[src/rtl/preg_freelist_if.sv]
// -----------------------------------------------------------------------------
// preg_freelist_if
//   Bundle of the rename-side and commit-side signals of the physical register
//   free list.
//
//   Modports:
//     master : rename + ROB commit side (drives requests/releases, sees tags)
//     slave  : the free list itself
//
//   Signals:
//     instr0/1_freelist_req   rename slot consumes a PREG this cycle
//     instr0/1_freelist_resp  PREG handed to the slot (combinational)
//     freelist_can_alloc      at least two free entries available
//     commit0/1_alloc_valid   committed instr had a destination
//     commit0/1_free_valid    release the matching commit0/1_free_preg
//     commit0/1_free_preg     old physical destination being released
//     flush_valid             redirect: restore speculative alloc pointer
//     freelist_count          speculative number of free entries
//     dbg_freelist_err        sticky misuse flag (FREELIST_DBG_CHECK_EN only)
//
//   Build option: FREELIST_DBG_CHECK_EN adds dbg_freelist_err.
// -----------------------------------------------------------------------------
interface preg_freelist_if #(
  parameter int PREG_W = 6,
  parameter int CNT_W  = 6
) ();

  logic              instr0_freelist_req;
  logic [PREG_W-1:0] instr0_freelist_resp;
  logic              instr1_freelist_req;
  logic [PREG_W-1:0] instr1_freelist_resp;
  logic              freelist_can_alloc;

  logic              commit0_alloc_valid;
  logic              commit1_alloc_valid;
  logic              commit0_free_valid;
  logic [PREG_W-1:0] commit0_free_preg;
  logic              commit1_free_valid;
  logic [PREG_W-1:0] commit1_free_preg;

  logic              flush_valid;
  logic [CNT_W-1:0]  freelist_count;

`ifdef FREELIST_DBG_CHECK_EN
  logic              dbg_freelist_err;
`endif

  modport master (
`ifdef FREELIST_DBG_CHECK_EN
    input  dbg_freelist_err,
`endif
    output instr0_freelist_req,
    input  instr0_freelist_resp,
    output instr1_freelist_req,
    input  instr1_freelist_resp,
    input  freelist_can_alloc,
    output commit0_alloc_valid,
    output commit1_alloc_valid,
    output commit0_free_valid,
    output commit0_free_preg,
    output commit1_free_valid,
    output commit1_free_preg,
    output flush_valid,
    input  freelist_count
  );

  modport slave (
`ifdef FREELIST_DBG_CHECK_EN
    output dbg_freelist_err,
`endif
    input  instr0_freelist_req,
    output instr0_freelist_resp,
    input  instr1_freelist_req,
    output instr1_freelist_resp,
    output freelist_can_alloc,
    input  commit0_alloc_valid,
    input  commit1_alloc_valid,
    input  commit0_free_valid,
    input  commit0_free_preg,
    input  commit1_free_valid,
    input  commit1_free_preg,
    input  flush_valid,
    output freelist_count
  );

endinterface : preg_freelist_if

[src/rtl/preg_freelist.sv]
// -----------------------------------------------------------------------------
// preg_freelist
//   Circular free list of physical register tags for a 2-wide rename stage.
//   Hands out up to two free PREGs per cycle and takes back up to two released
//   PREGs per cycle at commit. A speculative head (spec_head) tracks rename,
//   a committed head (arch_head) tracks commit; a redirect copies the
//   committed head into the speculative one so the list recovers in a cycle.
//
//   Ports:
//     clock    core clock
//     reset_n  synchronous active-low reset
//     fl       preg_freelist_if.slave (alloc, release, commit, flush, status)
//
//   Pointers are log2(FL_DEPTH)+1 bits; the MSB is the wrap bit. Empty when
//   the pointers are equal, full when index bits match and wrap bits differ.
//
//   Build option: define FREELIST_DBG_CHECK_EN to add a free bitmap and the
//   sticky dbg_freelist_err flag (double free, duplicate free in one cycle,
//   alloc while the list cannot supply two tags). Alloc/release behaviour is
//   identical with or without it.
// -----------------------------------------------------------------------------
module preg_freelist #(
  parameter int PREG_NUM = 64,
  parameter int LREG_NUM = 32,
  parameter int FL_DEPTH = PREG_NUM - LREG_NUM
) (
  input  logic           clock,
  input  logic           reset_n,
  preg_freelist_if.slave fl
);

  localparam int PREG_W = $clog2(PREG_NUM);
  localparam int IDX_W  = $clog2(FL_DEPTH);
  localparam int PTR_W  = IDX_W + 1;

  // ---------------------------------------------------------------------------
  // State
  // ---------------------------------------------------------------------------
  logic [PREG_W-1:0] mem_q [FL_DEPTH];

  logic [PTR_W-1:0]  spec_head_q, spec_head_d;
  logic [PTR_W-1:0]  arch_head_q, arch_head_d;
  logic [PTR_W-1:0]  tail_q,      tail_d;

  // ---------------------------------------------------------------------------
  // Pointer views and counts
  // ---------------------------------------------------------------------------
  logic [IDX_W-1:0]  spec_idx, spec_idx_p1;
  logic [IDX_W-1:0]  tail_idx, tail_idx_p1;
  logic [PTR_W-1:0]  count;
  logic              can_alloc;
  logic [PTR_W-1:0]  alloc_num, free_num, commit_num;

  assign spec_idx    = spec_head_q[IDX_W-1:0];
  assign spec_idx_p1 = spec_idx + IDX_W'(1);
  assign tail_idx    = tail_q[IDX_W-1:0];
  assign tail_idx_p1 = tail_idx + IDX_W'(1);

  // Pointer difference modulo 2*FL_DEPTH gives the occupancy directly,
  // including the full case (FL_DEPTH) thanks to the wrap bit.
  assign count     = tail_q - spec_head_q;
  assign can_alloc = (count >= PTR_W'(2));

  assign alloc_num  = PTR_W'(fl.instr0_freelist_req) + PTR_W'(fl.instr1_freelist_req);
  assign free_num   = PTR_W'(fl.commit0_free_valid)  + PTR_W'(fl.commit1_free_valid);
  assign commit_num = PTR_W'(fl.commit0_alloc_valid) + PTR_W'(fl.commit1_alloc_valid);

  // ---------------------------------------------------------------------------
  // Responses: zero-cycle lookup. Slot1 takes the entry after slot0's only if
  // slot0 actually consumes one; otherwise it takes the head entry itself.
  // ---------------------------------------------------------------------------
  assign fl.instr0_freelist_resp = mem_q[spec_idx];
  assign fl.instr1_freelist_resp = fl.instr0_freelist_req ? mem_q[spec_idx_p1]
                                                          : mem_q[spec_idx];
  assign fl.freelist_count       = count;
  assign fl.freelist_can_alloc   = can_alloc;

  // ---------------------------------------------------------------------------
  // Release write ports: valid frees are compacted, so a lone commit1 free
  // lands at tail just like a lone commit0 free would.
  // ---------------------------------------------------------------------------
  logic              wr0_en, wr1_en;
  logic [PREG_W-1:0] wr0_data;

  assign wr0_en   = fl.commit0_free_valid | fl.commit1_free_valid;
  assign wr1_en   = fl.commit0_free_valid & fl.commit1_free_valid;
  assign wr0_data = fl.commit0_free_valid ? fl.commit0_free_preg : fl.commit1_free_preg;

  // ---------------------------------------------------------------------------
  // Next-state pointers
  // ---------------------------------------------------------------------------
  // NOTE: every variable driven here gets a default on entry, so no path can
  // leave it unassigned and infer a latch.
  always_comb begin
    arch_head_d = arch_head_q + commit_num;
    tail_d      = tail_q + free_num;
    spec_head_d = spec_head_q;
    if (fl.flush_valid) begin
      // Roll back to the committed head including this cycle's commits;
      // alloc requests in a flush cycle are dropped.
      spec_head_d = arch_head_d;
    end else if (can_alloc) begin
      // Requests with can_alloc low are illegal and must not move the head.
      spec_head_d = spec_head_q + alloc_num;
    end
  end

  // ---------------------------------------------------------------------------
  // Registers
  // ---------------------------------------------------------------------------
  // NOTE: non-blocking assignments keep every register update in this block
  // order-independent; the whole state moves together at the edge.
  always_ff @(posedge clock) begin
    if (!reset_n) begin
      // NOTE: the tag storage is reset on purpose: it must come up holding the
      // unmapped PREGs LREG_NUM.. so rename can start right after reset.
      for (int i = 0; i < FL_DEPTH; i++) begin
        mem_q[i] <= PREG_W'(LREG_NUM + i);
      end
      spec_head_q <= '0;
      arch_head_q <= '0;
      tail_q      <= PTR_W'(FL_DEPTH);   // full: same index, wrap bit set
    end else begin
      if (wr0_en) mem_q[tail_idx]    <= wr0_data;
      if (wr1_en) mem_q[tail_idx_p1] <= fl.commit1_free_preg;
      spec_head_q <= spec_head_d;
      arch_head_q <= arch_head_d;
      tail_q      <= tail_d;
    end
  end

`ifdef FREELIST_DBG_CHECK_EN
  // ---------------------------------------------------------------------------
  // Debug checker: one bit per PREG, set while the PREG sits in the free list.
  // ---------------------------------------------------------------------------
  localparam logic [PREG_NUM-1:0] MAP_RST = {{(PREG_NUM-LREG_NUM){1'b1}}, {LREG_NUM{1'b0}}};

  logic [PREG_NUM-1:0] free_map_q, free_map_d;
  logic                dbg_err_q,  dbg_err_d;
  logic [PTR_W-1:0]    spec_dist;

  // Entries between the restored head and the old speculative head were
  // handed out on the wrong path; a flush puts them back in the free set.
  assign spec_dist = spec_head_q - arch_head_d;

  always_comb begin
    free_map_d = free_map_q;
    dbg_err_d  = dbg_err_q;

    if (fl.flush_valid) begin
      for (int i = 0; i < FL_DEPTH; i++) begin
        if (PTR_W'(IDX_W'(IDX_W'(i) - arch_head_d[IDX_W-1:0])) < spec_dist) begin
          free_map_d[mem_q[i]] = 1'b1;
        end
      end
    end else if (can_alloc) begin
      if (fl.instr0_freelist_req) free_map_d[fl.instr0_freelist_resp] = 1'b0;
      if (fl.instr1_freelist_req) free_map_d[fl.instr1_freelist_resp] = 1'b0;
    end

    if (fl.commit0_free_valid) begin
      if (free_map_q[fl.commit0_free_preg]) dbg_err_d = 1'b1;
      free_map_d[fl.commit0_free_preg] = 1'b1;
    end
    if (fl.commit1_free_valid) begin
      if (free_map_q[fl.commit1_free_preg]) dbg_err_d = 1'b1;
      free_map_d[fl.commit1_free_preg] = 1'b1;
    end
    if (fl.commit0_free_valid && fl.commit1_free_valid &&
        (fl.commit0_free_preg == fl.commit1_free_preg)) begin
      dbg_err_d = 1'b1;
    end
    if ((fl.instr0_freelist_req || fl.instr1_freelist_req) && !can_alloc) begin
      dbg_err_d = 1'b1;
    end
  end

  always_ff @(posedge clock) begin
    if (!reset_n) begin
      free_map_q <= MAP_RST;
      dbg_err_q  <= 1'b0;
    end else begin
      free_map_q <= free_map_d;
      dbg_err_q  <= dbg_err_d;
    end
  end

  assign fl.dbg_freelist_err = dbg_err_q;
`endif

  // ---------------------------------------------------------------------------
  // Invariants
  // ---------------------------------------------------------------------------
  // Occupancy can never exceed the list depth if PREGs are conserved.
  a_count_bound : assert property (@(posedge clock) disable iff (!reset_n)
    count <= PTR_W'(FL_DEPTH));

  // Without a flush, an exhausted list must hold its speculative head.
  a_no_illegal_move : assert property (@(posedge clock) disable iff (!reset_n)
    (!can_alloc && !fl.flush_valid) |=> (spec_head_q == $past(spec_head_q)));

endmodule : preg_freelist

[src/flat_wrapper.sv]
// flat-port wrapper written by rule: the top's interface ports become plain ports
module preg_freelist_flat 
#(
  parameter int PREG_NUM = 64,
  parameter int LREG_NUM = 32,
  parameter int FL_DEPTH = PREG_NUM - LREG_NUM
)
  (clock, reset_n, fl_instr0_freelist_req, fl_instr0_freelist_resp, fl_instr1_freelist_req, fl_instr1_freelist_resp, fl_freelist_can_alloc, fl_commit0_alloc_valid, fl_commit1_alloc_valid, fl_commit0_free_valid, fl_commit0_free_preg, fl_commit1_free_valid, fl_commit1_free_preg, fl_flush_valid, fl_freelist_count);
  preg_freelist_if #(.PREG_W((6)), .CNT_W((6))) fl_i ();
  input  logic clock;
  input  logic reset_n;
  input wire logic [$bits(fl_i.instr0_freelist_req)-1:0] fl_instr0_freelist_req;
  output wire logic [$bits(fl_i.instr0_freelist_resp)-1:0] fl_instr0_freelist_resp;
  input wire logic [$bits(fl_i.instr1_freelist_req)-1:0] fl_instr1_freelist_req;
  output wire logic [$bits(fl_i.instr1_freelist_resp)-1:0] fl_instr1_freelist_resp;
  output wire logic [$bits(fl_i.freelist_can_alloc)-1:0] fl_freelist_can_alloc;
  input wire logic [$bits(fl_i.commit0_alloc_valid)-1:0] fl_commit0_alloc_valid;
  input wire logic [$bits(fl_i.commit1_alloc_valid)-1:0] fl_commit1_alloc_valid;
  input wire logic [$bits(fl_i.commit0_free_valid)-1:0] fl_commit0_free_valid;
  input wire logic [$bits(fl_i.commit0_free_preg)-1:0] fl_commit0_free_preg;
  input wire logic [$bits(fl_i.commit1_free_valid)-1:0] fl_commit1_free_valid;
  input wire logic [$bits(fl_i.commit1_free_preg)-1:0] fl_commit1_free_preg;
  input wire logic [$bits(fl_i.flush_valid)-1:0] fl_flush_valid;
  output wire logic [$bits(fl_i.freelist_count)-1:0] fl_freelist_count;
  assign fl_i.instr0_freelist_req = fl_instr0_freelist_req;
  assign fl_instr0_freelist_resp = fl_i.instr0_freelist_resp;
  assign fl_i.instr1_freelist_req = fl_instr1_freelist_req;
  assign fl_instr1_freelist_resp = fl_i.instr1_freelist_resp;
  assign fl_freelist_can_alloc = fl_i.freelist_can_alloc;
  assign fl_i.commit0_alloc_valid = fl_commit0_alloc_valid;
  assign fl_i.commit1_alloc_valid = fl_commit1_alloc_valid;
  assign fl_i.commit0_free_valid = fl_commit0_free_valid;
  assign fl_i.commit0_free_preg = fl_commit0_free_preg;
  assign fl_i.commit1_free_valid = fl_commit1_free_valid;
  assign fl_i.commit1_free_preg = fl_commit1_free_preg;
  assign fl_i.flush_valid = fl_flush_valid;
  assign fl_freelist_count = fl_i.freelist_count;
  preg_freelist #(.PREG_NUM(PREG_NUM), .LREG_NUM(LREG_NUM), .FL_DEPTH(FL_DEPTH)) u_core (.clock(clock), .reset_n(reset_n), .fl(fl_i));
endmodule
[config.mk]
export PLATFORM = sky130hd
export DESIGN_NAME = preg_freelist_flat
export DESIGN_NICKNAME = d
export VERILOG_FILES = /design/src/rtl/preg_freelist_if.sv /design/src/rtl/preg_freelist.sv /design/src/flat_wrapper.sv
export SDC_FILE = /design/constraint.sdc
export NUM_CORES = 1
export LEC_CHECK = 0
export BUFFER_PORTS_ARGS = -buffer_cell sky130_fd_sc_hd__buf_2
export CAP_MARGIN = 40
export CORE_ASPECT_RATIO = 1.75
export CORE_MARGIN = 1
export CORE_UTILIZATION = 35
export CTS_CLUSTER_SIZE = 16
export DETAILED_ROUTE_END_ITERATION = 6
export PLACE_DENSITY_LB_ADDON = 0.15
export SYNTH_ARGS = -nofsm -noshare
export SYNTH_HDL_FRONTEND = slang
export SYNTH_SLANG_ARGS = --single-unit
export TNS_END_PERCENT = 100
[constraint.sdc]
create_clock -name clock -period 3.96 [get_ports clock]
set_clock_uncertainty 0.15 [all_clocks]
set_input_delay 0.396 -clock clock [delete_from_list [all_inputs] [get_ports clock]]
set_output_delay 0.396 -clock clock [all_outputs]
set_load 0.02 [all_outputs]
# Word-level counts from Yosys, hierarchy flattened
# Memory sizes are Yosys's and may differ from the RTL's. A register that Yosys moved wholly into a read port is not among the register bits.
# Index checks and enable logic that the tools add are counted.
# Widths: inputs -> output; s select.
[word_totals]
wordCells = 38
romBits = 0
out_inout_bits = 19
memories = 1
mem_bits_rw = 192
register_bits = 18
latchBits = 0
[classes]
reduce_logical = 3
n_shift = 0
muxes = 19
n_mul = 0
eq_ne = 0
order_cmp = 1
bitwise_logic = 2
div_mod_pow = 0
addsub = 9
[memory_table]
columns = ["memory", "words", "width", "rd", "rd_ports_with_merged_regs", "write_ports", "line_no", "source"]
rows = [
  ["u_core.mem_q", 32, 6, 2, 1, 32, "preg_freelist.sv:39", "logic [PREG_W-1:0] mem_q [FL_DEPTH];"],
]
[ops]
columns = ["cell", "n"]
rows = [
  ["$mux 6", 6],
  ["$mux 5", 4],
  ["$add 6x6->6", 3],
  ["$reduce_or 6->1", 2],
  ["$add 5x1->5 const B", 2],
  ["$mux 1", 9],
  ["$add 1x1->2", 3],
  ["$ge 6x2->1 const B", 1],
  ["$sub 6x6->6", 1],
  ["$reduce_bool 2->1", 1],
  ["$and 1x1->1", 1],
  ["$or 1x1->1", 1],
]

# Longest topological paths before layout
[depth]
ltp_word = 6
depth_mapped = 12
ltp_nobuf = 10

# Least setup slack after synthesis
# No wires, ideal clock.
[synth_path]
path_type = "reg-to-output"
from = "register u_core.tail_q[0]"
to = "output fl_freelist_can_alloc"
n_path_buf = 2
t_arrival_ps = 2681
stages_incl_launch_ff = 13
required_ps = 3414
slack_ps = 733
cell_sequence = "dfxtp_1 -> clkbuf_1 -> inv_1 -> ha_1 -> inv_1 -> fa_1 -> a21o_1 -> a21oi_1 -> xnor2_1 -> nor4_2 -> and2_0 -> buf_2 -> inv_1"
[synth_between]
elab_chain_len = 2
[synth_rtl]
columns = ["item", "line_no", "source"]
rows = [
  ["start, declared", "preg_freelist.sv:43", "logic [PTR_W-1:0] tail_q, tail_d;"],
  ["start signal, assigned", "preg_freelist.sv:122", "tail_q <= PTR_W'(FL_DEPTH);"],
  ["start signal, assigned", "preg_freelist.sv:128", "tail_q <= tail_d;"],
  ["$sub 6x6->6", "preg_freelist.sv:61", "assign count = tail_q - spec_head_q;"],
  ["net fl_freelist_count[4]", "flat_wrapper.sv:24", "output wire logic [$bits(fl_i.freelist_count)-1:0] fl_freelist_count;"],
  ["$ge 6x2->1", "preg_freelist.sv:62", "assign can_alloc = (count >= PTR_W'(2));"],
  ["end, declared", "flat_wrapper.sv:16", "output wire logic [$bits(fl_i.freelist_can_alloc)-1:0] fl_freelist_can_alloc;"],
]
# The timed path passes the listed nets, and every way through them passes these cells.

# Final worst setup path
[layout_path]
from = "register u_core.tail_q[0]"
to = "output fl_freelist_can_alloc"
[layout_between]
elab_chain_len = 2
[layout_rtl]
columns = ["item", "line_no"]
rows = [
  ["$sub 6x6->6", "preg_freelist.sv:61"],
  ["$ge 6x2->1", "preg_freelist.sv:62"],
]
# Every way passes these cells.

==> metrics.cfg <==
[outcome]
status = complete, no violations

[min_path]
worstHoldStart = reset_n
hp-class = primary input to flip-flop
min_path_cells = 3

[pwr]
pwr-share-comb = 0.296
leakage_uw = 0.00439
seqPwrFrac = 0.395
pwr-share-clk = 0.310
vdd_drop_max_uv = 231
p_sw_frac = 0.317
power_density_mw_per_mm2 = 466
intPower_uw = 4640
switchingPower_uw = 2150

[critical_path]
crit_slowest_cell = dfxtp_1
crit_path_max_incr_delay_ns = 0.39
crit_required_ns = 3.41
cp_max_fo = 9
path_cells = inv_1 > ha_1 > inv_1 > fa_1 > a21o_1 > a21oi_1 > xnor2_1 > nor4_2 > buf_4 > and2_1 > inv_1 > buf_2
rrSetupSlack_ns = 0.98
critPathKind = flip-flop to primary output
cp_top_family = buffers and inverters
crit_cells = 12
path_buf_inv = 5
worstSetupStartpointType = flip-flop
crit_path_end_kind = primary output
reg2reg_from = u_core.tail_q[2]$_SDFF_PN0_
critPathMostFrequentCell = inv_1
setup.worst_path.start = u_core.tail_q[0]$_SDFF_PN0_
crit_arrival_ns = 3.16
worstRegToRegCells = 6

[yosys]
synth.area.top_cells = edfxtp_1, mux4_2, o22ai_1
ys_warn_count = 0
yosysTopAreaCellShare = 0.451
synth_fp_nets = 1073
synth-async-reset-ratio = 0
synth.distinct_cells = 54
ys_ff_latch = 215
synth_cells = 1032
syn_area_per_cell_um2 = 12.4
ys_seq_area_frac = 0.487
synth.top_cells.by_count = edfxtp_1, nor2_1, mux4_2
synth_ff_type = edfxtp_1
syn-cell-area_mm2 = 0.0128
synth_largest_area_cell = edfxtp_1
synth-edff-count = 192
yosysMostFrequentCell = edfxtp_1

[global_route]
overflow = 0
grt_pass1_wl_um = 71400
grtUsageTotal = 0.273
grt_max_degree = 52
first_global_vias = 9800
antenna_found_initial = 0

[floorplan]
start_util = 0.355
coreArea_mm2 = 0.0360
rows = 92
die_y_um = 255
ioPinCount = 40
dieArea_mm2 = 0.0373
die_w_um = 146

[finish]
fin_nets = 1127
drive_gt1_frac = 0.252
n_antenna_cell = 0
register_area_mm2 = 0.00623
area_growth_pct = 13.9
nFillCells = 3377
multi_input_comb_area_mm2 = 0.00617

[clock_network]
cts.sinks = 215
root_buffer = clkbuf_16
cts_tree = done
numCtsBuffers = 22
clk_latency_ns = 0.52
hold_buffers = 0
clockBufferDepth = 3
htreeDepth = 1
path_clk_slew_ns = 0.07

[timing]
hold_viol = 0
final.min_clock_period_ns = 3.71
timing.final.max_slew_violations = 0
relSlewSlack = 0.478
fin_setup_tns_ns = 0
fin_crit_sh = 0.937
tightest_slew_ns = 0.782
holdWs_ns = 0.158
rsz0062_at_grt = false
max_freq_ghz = 0.270
setup_viol_count_final = 0

[run]
timing.max_cap.violations = 0

[routing]
dr.pass1.iters = 5
num_vias = 9994
routed_wl_um = 50200
wl_per_cell_um = 32.0
postRouteAntennaNets = 0
drc_errors = 0
viasPerCell = 6.37
drt_iter0_drc = 1056

[placed_design]
gp_congestion = 1.03
post-dp-hpwl_um = 36900
io_buffers = 39

-- metrics by stage --
stage | util | std cells | power [µW] | setup slack (ns) | cell area (µm²)
after floorplan | - | 1032 | 4070 | 0.733 | 12800
after global placement | 0.383 | 1527 | 4690 | 0.653 | 13800
after detailed placement | 0.385 | 1531 | 4720 | 0.613 | 13900
after CTS | 0.404 | 1568 | 6790 | 0.0468 | 14500
after global routing | 0.404 | 1569 | 6970 | 0.0501 | 14600
final | 0.404 | 1569 | 6790 | 0.251 | 14600
-- layout by cell type (no fill, tap or decap), types with 10 or more instances in the layout --
master and instances:
and2_1 11, o22ai_1 86, buf_2 40, buf_4 59, nor3_1 10, o22a_1 34, inv_1 23, clkbuf_16 23
nand2_1 80, ha_1 15, mux4_2 116, o21ai_0 12, nor2b_1 10, nor2_1 123, a21oi_1 83, dfxtp_1 20
edfxtp_1 192, nand3_1 47
-- what timing repair did --
item	CTS	global route
resized for setup	0	2
endpoints found under the setup margin	0	5
buffers inserted	0	1
-- power groups by stage --
stage | Sequential, µW | Clock (µW) | Combinational (µW)
floorplan | 2620 | 0 | 1440
global placement | 2730 | 0 | 1960
detailed placement | 2730 | 0 | 1990
CTS | 2680 | 2110 | 2000
global route | 2690 | 2170 | 2110
finish | 2680 | 2100 | 2010
-- registers in the layout, summed over array words and instances (netlist names), named ones only --
| name | flops |
|---|---|
| u_core.mem_q | 192 |
| u_core.arch_head_q | 6 |
| u_core.spec_head_q | 6 |
| u_core.tail_q | 6 |
-- routing by layer --
metal,global-route usage,part of all wire
met1,0.292,0.33
met2,0.504,0.53
met3,0.0348,0.069
met4,0.176,0.074
met5,0,0
-- worst min-delay path: stages --
cell,delay (ns)
buf_2,0.11
buf_4,0.20
nand3_1,0.09
-- logic make-up (layout without fill, tap and decap cells) --
logic type | Yosys count | count (layout) | share of synthesized area
muxes | 129 | 129 | 0.220
DFF | 215 | 215 | 0.487
buffers and inverters | 104 | 171 | 0.0345
and+or+nand+nor | 307 | 307 | 0.106
xor gates and xnor gates | 14 | 14 | 0.00959
adders and majority gates | 20 | 20 | 0.0219
AOI/OAI and AO/OA | 243 | 243 | 0.120
-- cell type report --
class / instances / area share
sequential: 215 / 0.428
multi-input combinational: 713 / 0.423
timing repair buffer: 105 / 0.0531
tap: 470 / 0.0404
clock buffer: 26 / 0.0403
inverter: 29 / 0.00747
clock inverter: 11 / 0.00739
-- final timing paths --
path / endpoint
setup reg to reg: u_core.mem_q[18][1]$_DFFE_PP_
hold / removal: u_core.tail_q[5]$_SDFF_PN1_
hold reg to reg: u_core.arch_head_q[5]$_SDFF_PN0_
setup / recovery: fl_freelist_can_alloc
(Power assumes the default switching activity.)
